$ cat config.mk
export PLATFORM = sky130hd
export DESIGN_NAME = siso_shift_sequencer_flat
export DESIGN_NICKNAME = d
export VERILOG_FILES = /design/src/rtl/siso_shift_sequencer_pkg.sv /design/src/rtl/siso_shift_sequencer_if.sv /design/src/rtl/siso_shift_sequencer_shift_prescaler.sv /design/src/rtl/siso_shift_sequencer.sv /design/src/flat_wrapper.sv
export SDC_FILE = /design/constraint.sdc
export NUM_CORES = 1
export LEC_CHECK = 0
export BUFFER_PORTS_ARGS = -buffer_cell sky130_fd_sc_hd__buf_4
export CAP_MARGIN = 10
export CORE_AREA = 2 2 39 41
export CTS_CLUSTER_SIZE = 8
export DETAILED_ROUTE_END_ITERATION = 10
export DIE_AREA = 0 0 41 43
export GPL_TIMING_DRIVEN = 0
export SYNTH_ARGS = -nofsm -noshare
export SYNTH_HDL_FRONTEND = slang
export SYNTH_HIERARCHICAL = 1
export SYNTH_SLANG_ARGS = --single-unit
export TNS_END_PERCENT = 20
$ cat constraint.sdc
create_clock -name CLK -period 3.05 [get_ports CLK]
set_input_delay 0.61 -clock CLK [delete_from_list [all_inputs] [get_ports CLK]]
set_output_delay 0.61 -clock CLK [all_outputs]
set_load 0.01 [all_outputs]
$ cat src/rtl/siso_shift_sequencer_pkg.sv
// Shared definitions for the SISO shift sequencer: FSM encoding and a width helper.
package siso_shift_sequencer_pkg;

    typedef enum logic [1:0] {
        ST_IDLE  = 2'd0,
        ST_SHIFT = 2'd1,
        ST_DONE  = 2'd2
    } state_t;

    // Bits needed to hold values 0..value-1; returns 0 for value <= 1.
    function automatic int clog2(input int value);
        int result;
        result = 0;
        for (int v = value - 1; v > 0; v = v >> 1) begin
            result++;
        end
        return result;
    endfunction

endpackage

$ cat src/rtl/siso_shift_sequencer_if.sv
// Parallel word handshake between the producer and the shift sequencer.
interface siso_shift_sequencer_if #(
    parameter int WIDTH = 4
);
    logic [WIDTH-1:0] Data_IN;
    logic             Data_Valid;
    logic             Data_Ready;

    modport master (output Data_IN, output Data_Valid, input  Data_Ready);
    modport slave  (input  Data_IN, input  Data_Valid, output Data_Ready);
endinterface

$ cat src/rtl/siso_shift_sequencer_shift_prescaler.sv
// DIV-modulo step counter: freezes on request, flags the last count of each step.
module shift_prescaler
    import siso_shift_sequencer_pkg::*;
#(
    parameter int DIV = 1
) (
    input  logic CLK,
    input  logic RST_N,
    input  logic clear,
    input  logic enable,
    input  logic freeze,
    output logic terminal
);
    localparam int CW = (DIV > 1) ? clog2(DIV) : 1;

    logic [CW-1:0] count;

    assign terminal = (count == CW'(DIV - 1));

    // NOTE: sequential state uses non-blocking assignments so every flop samples pre-edge values.
    always_ff @(posedge CLK or negedge RST_N) begin
        if (!RST_N) begin
            count <= '0;
        end else if (clear) begin
            count <= '0;
        end else if (enable && !freeze) begin
            count <= terminal ? '0 : count + 1'b1;
        end
    end
endmodule

$ cat src/rtl/siso_shift_sequencer.sv
// Serialises an accepted parallel word LSB-first into an external SISO shift register.
module siso_shift_sequencer
    import siso_shift_sequencer_pkg::*;
#(
    parameter int WIDTH = 4,
    parameter int DIV   = 1
) (
    input  logic                         CLK,
    input  logic                         RST_N,
    siso_shift_sequencer_if.slave        bus,
    input  logic                         Hold,
    output logic                         Shift_EN,
    output logic                         Serial_Data,
    output logic                         Busy,
    output logic                         Done,
    output logic [clog2(WIDTH+1)-1:0]    Bit_Count
);
    localparam int BCW = clog2(WIDTH + 1);

    if (WIDTH < 2 || DIV < 1) begin : g_bad_params
        $fatal(1, "siso_shift_sequencer: WIDTH must be >= 2 and DIV >= 1");
    end

    state_t           state, state_next;
    logic [WIDTH-1:0] shadow, shadow_next;
    logic [BCW-1:0]   bit_count, bit_count_next;
    logic             accept;
    logic             step;
    logic             in_shift;

    assign in_shift = (state == ST_SHIFT);
    assign accept   = bus.Data_Valid && bus.Data_Ready;

    shift_prescaler #(.DIV(DIV)) u_prescaler (
        .CLK      (CLK),
        .RST_N    (RST_N),
        .clear    (accept),
        .enable   (in_shift),
        .freeze   (Hold),
        .terminal (step)
    );

    // Hold is the only input allowed to reach an output combinationally.
    assign Shift_EN       = in_shift && step && !Hold;
    assign Serial_Data    = in_shift && shadow[0];
    assign bus.Data_Ready = (state == ST_IDLE);
    assign Busy           = (state != ST_IDLE);
    assign Done           = (state == ST_DONE);
    assign Bit_Count      = bit_count;

    always_ff @(posedge CLK or negedge RST_N) begin
        if (!RST_N) begin
            state     <= ST_IDLE;
            shadow    <= '0;
            bit_count <= '0;
        end else begin
            state     <= state_next;
            shadow    <= shadow_next;
            bit_count <= bit_count_next;
        end
    end

    // NOTE: every signal written here gets a default first, so no path can infer a latch.
    always_comb begin
        state_next     = state;
        shadow_next    = shadow;
        bit_count_next = bit_count;
        case (state)
            ST_IDLE: begin
                if (accept) begin
                    shadow_next    = bus.Data_IN;
                    bit_count_next = '0;
                    state_next     = ST_SHIFT;
                end
            end
            ST_SHIFT: begin
                if (Shift_EN) begin
                    shadow_next    = {1'b0, shadow[WIDTH-1:1]};
                    bit_count_next = bit_count + 1'b1;
                    if (bit_count == BCW'(WIDTH - 1)) begin
                        state_next = ST_DONE;
                    end
                end
            end
            ST_DONE:  state_next = ST_IDLE;
            default:  state_next = ST_IDLE;
        endcase
    end
endmodule

$ cat src/flat_wrapper.sv
// flat-port wrapper written by rule: the top's interface ports become plain ports
module siso_shift_sequencer_flat import siso_shift_sequencer_pkg::*;
#(
    parameter int WIDTH = 4,
    parameter int DIV   = 1
)
  (CLK, RST_N, Hold, Shift_EN, Serial_Data, Busy, Done, Bit_Count, bus_Data_IN, bus_Data_Valid, bus_Data_Ready);
  siso_shift_sequencer_if #(.WIDTH(WIDTH)) bus_i ();
  input  logic CLK;
  input  logic RST_N;
  input  logic Hold;
  output logic Shift_EN;
  output logic Serial_Data;
  output logic Busy;
  output logic Done;
  output logic [clog2(WIDTH+1)-1:0] Bit_Count;
  input wire logic [$bits(bus_i.Data_IN)-1:0] bus_Data_IN;
  input wire logic [$bits(bus_i.Data_Valid)-1:0] bus_Data_Valid;
  output wire logic [$bits(bus_i.Data_Ready)-1:0] bus_Data_Ready;
  assign bus_i.Data_IN = bus_Data_IN;
  assign bus_i.Data_Valid = bus_Data_Valid;
  assign bus_Data_Ready = bus_i.Data_Ready;
  siso_shift_sequencer #(.WIDTH(WIDTH), .DIV(DIV)) u_core (.CLK(CLK), .RST_N(RST_N), .bus(bus_i), .Hold(Hold), .Shift_EN(Shift_EN), .Serial_Data(Serial_Data), .Busy(Busy), .Done(Done), .Bit_Count(Bit_Count));
endmodule
==> flow_summary.yaml <==
run_status:
  outcome: "finished, final reports clean"
drt:
  drc_errors: 0
  wl_um: 841
  viasPerCell: 4.57
  ant_nets: 0
  wl_per_cell_um: 11.2
  drtPass1Iterations: 4
  first_iter_violations: 2
  vias: 343
logic_synthesis:
  syn_area_um2: 498
  ys_seq_area_share_pct: 45.2
  ys_warn_count: 6
  synthCells: 40
  synth_cell_types: 19
  ys_seq_elements: 9
  synth_fp_nets: 50
  syn_avg_cell_area_um2: 12.4
sta:
  hold-worst-slack_ns: 0.161
  period_needed_ns: 1.84
  period_share_pct: 60.3
  setup_violations: 0
  fmax_ghz: 0.544
  final-max-slew-violation-count: 0
  finalClockSkew_ns: 0.00437
  rsz0062_at_grt: "false"
  finalSetupTns_ns: 0
  hold_viol: 0
cells_and_area:
  fillers: 135
  finalInstanceArea_um2: 657
  drive_above_1_share_pct: 47.5
  final_nets: 70
  final_cell_mix: "buf_4 (16), dfrtp_1 (9), inv_1 (4), mux2_4 (4)"
  diodes: 0
  area_growth_pct: 31.9
  layout_commonest_cell: "buf_4"
  utilization_pct: 47.5
worst_setup_path:
  end_kind: "output pin"
  crit_fanout: 5
  crit_type: "register to output pin"
  critPathTopFamily: "flip-flops"
  max_stage_delay_ns: 0.41
  required_ns: 2.44
  crit_chain: "nand2b_2 > inv_1 > and2_1 > buf_4"
  cp_slowest_cell: "dfrtp_1"
  cp_num_buf_inv: 2
  arrival_ns: 1.23
  start_kind: "register"
power:
  pwr-share-seq_pct: 35.2
  ir_worst_vdd_mv: 0.379
  power_density_mw_per_mm2: 866
  power_uw: 569
  switching_share_pct: 33.5
  intPower_uw: 378
  switching_power_uw: 190
  pwr-share-clk_pct: 16.1
  leakage_nw: 0.344
  p_comb_share_pct: 48.8
clock_tree:
  cts_tree: "built"
  ctsRootBufferMaster: "clkbuf_4"
  cts_max_level: 1
  clockBufferDepth: 2
  cts_buffers: 3
  cts_resized: 0
  post_cts_buffers: 0
  clock_latency_ns: 0.26
  clk_transition_reported_paths_ns: 0.06
  clock_sinks: 9
  cts_hold_buf: 0
global_route:
  grt_max_degree: 10
  antenna_found_initial: 0
  grt_pass1_vias: 318
  grt-ovfl-total: 0
  grt_pass1_wl_mm: 1.34
  grt_util_all_layers_pct: 12.0
floorplanning:
  die_x_um: 41
  initial_utilization_pct: 36.0
  rows: 14
  dieArea_mm2: 0.00176
  coreArea_mm2: 0.00138
  io_pins: 16
  fp.dieH_um: 43
place:
  gp_congestion: 0.677
  place_area_um2: 631
  io_buffers: 15
  hpwl_um: 611
worst_hold_path:
  hp-class: "input port to asynchronous set/reset pin"
run:
  max-cap-violations: 0
## layout make-up
type | instances | area, um^2 | share of cell area [%]
Buffer | 1 | 7.51 | 1.14
Tap cell | 16 | 20.0 | 3.05
Multi-Input combinational cell | 26 | 250 | 38.1
Timing Repair Buffer | 15 | 113 | 17.1
Sequential cell | 9 | 225 | 34.3
Inverter | 4 | 15.0 | 2.29
Clock buffer | 4 | 26.3 | 4.00
## layer usage
layer	routed length [um]	GRT usage (%)	vias to the layer above	part of all wire (%)
met3	51	3.14	0	6.1
met2	383	14.4	10	46
li1	-	-	174	-
met1	406	17.1	159	48
met4	0	10.0	0	0
met5	0	0	-	0
## power by group through the flow
stage / logic, mW / registers (mW) / clock network [mW]
floorplan: 0.181 / 0.204 / 0
global placement: 0.281 / 0.202 / 0
detailed placement: 0.280 / 0.203 / 0
CTS: 0.282 / 0.200 / 0.0973
global route: 0.310 / 0.207 / 0.101
finish: 0.277 / 0.200 / 0.0914
## kinds of logic after synthesis
family                   count (synthesis)  share of synthesized area [%]
flip-flops                               9                           45.2
other                                    1                          0.753
AND/OR/NAND/NOR                         11                           15.3
AO/OA/AOI/OAI                            3                           6.03
multiplexers                             9                           23.1
adder cells (fa/ha/maj)                  2                           5.02
buffers and inverters                    5                           4.52
## synth_stat cells, drive strengths merged
cell / number / area, um^2
and4bb: 1 / 16.3
buf: 1 / 7.51
nor2: 3 / 11.3
and2: 3 / 18.8
nand2b: 1 / 8.76
ha: 2 / 25.0
dfrtp: 9 / 225
conb: 1 / 3.75
o21ai: 1 / 5.00
and2b: 1 / 8.76
mux2i: 1 / 10.0
a21oi: 1 / 16.3
inv: 4 / 15.0
a22o: 1 / 8.76
nand4b: 1 / 8.76
mux2: 8 / 105
nand2: 1 / 3.75
## worst paths after layout
path | startpoint | endpoint | slack [ns] | depth (start not counted)
max in group asynchronous | RST_N | u_core/shadow[3] | 2.75 | 1
hold reg to reg | u_core/state[1] | u_core/state[0] | 0.50 | 1
min in group CLK | u_core/state[1] | u_core/state[0] | 0.50 | 1
setup reg to reg | u_core/state[0] | u_core/shadow[2] | 1.64 | 3
setup / recovery | u_core/state[1] | Serial_Data | 1.21 | 4
hold / removal | RST_N | u_core/Bit_Count[1] | 0.16 | 1
## flip-flops by register name, summed over array words and instances, names as in the netlist
name	count
u_core/shadow	4
u_core/Bit_Count	3
u_core/state	2
## through the flow
step	worst slack [ns]	instances
5_1_grt	1.12	75
2_1_floorplan	1.47	40
4_1_cts	1.18	75
3_3_place_gp	1.23	71
3_5_place_dp	1.22	71
6_report	1.21	75
Power figures use the tool's default switching activity.
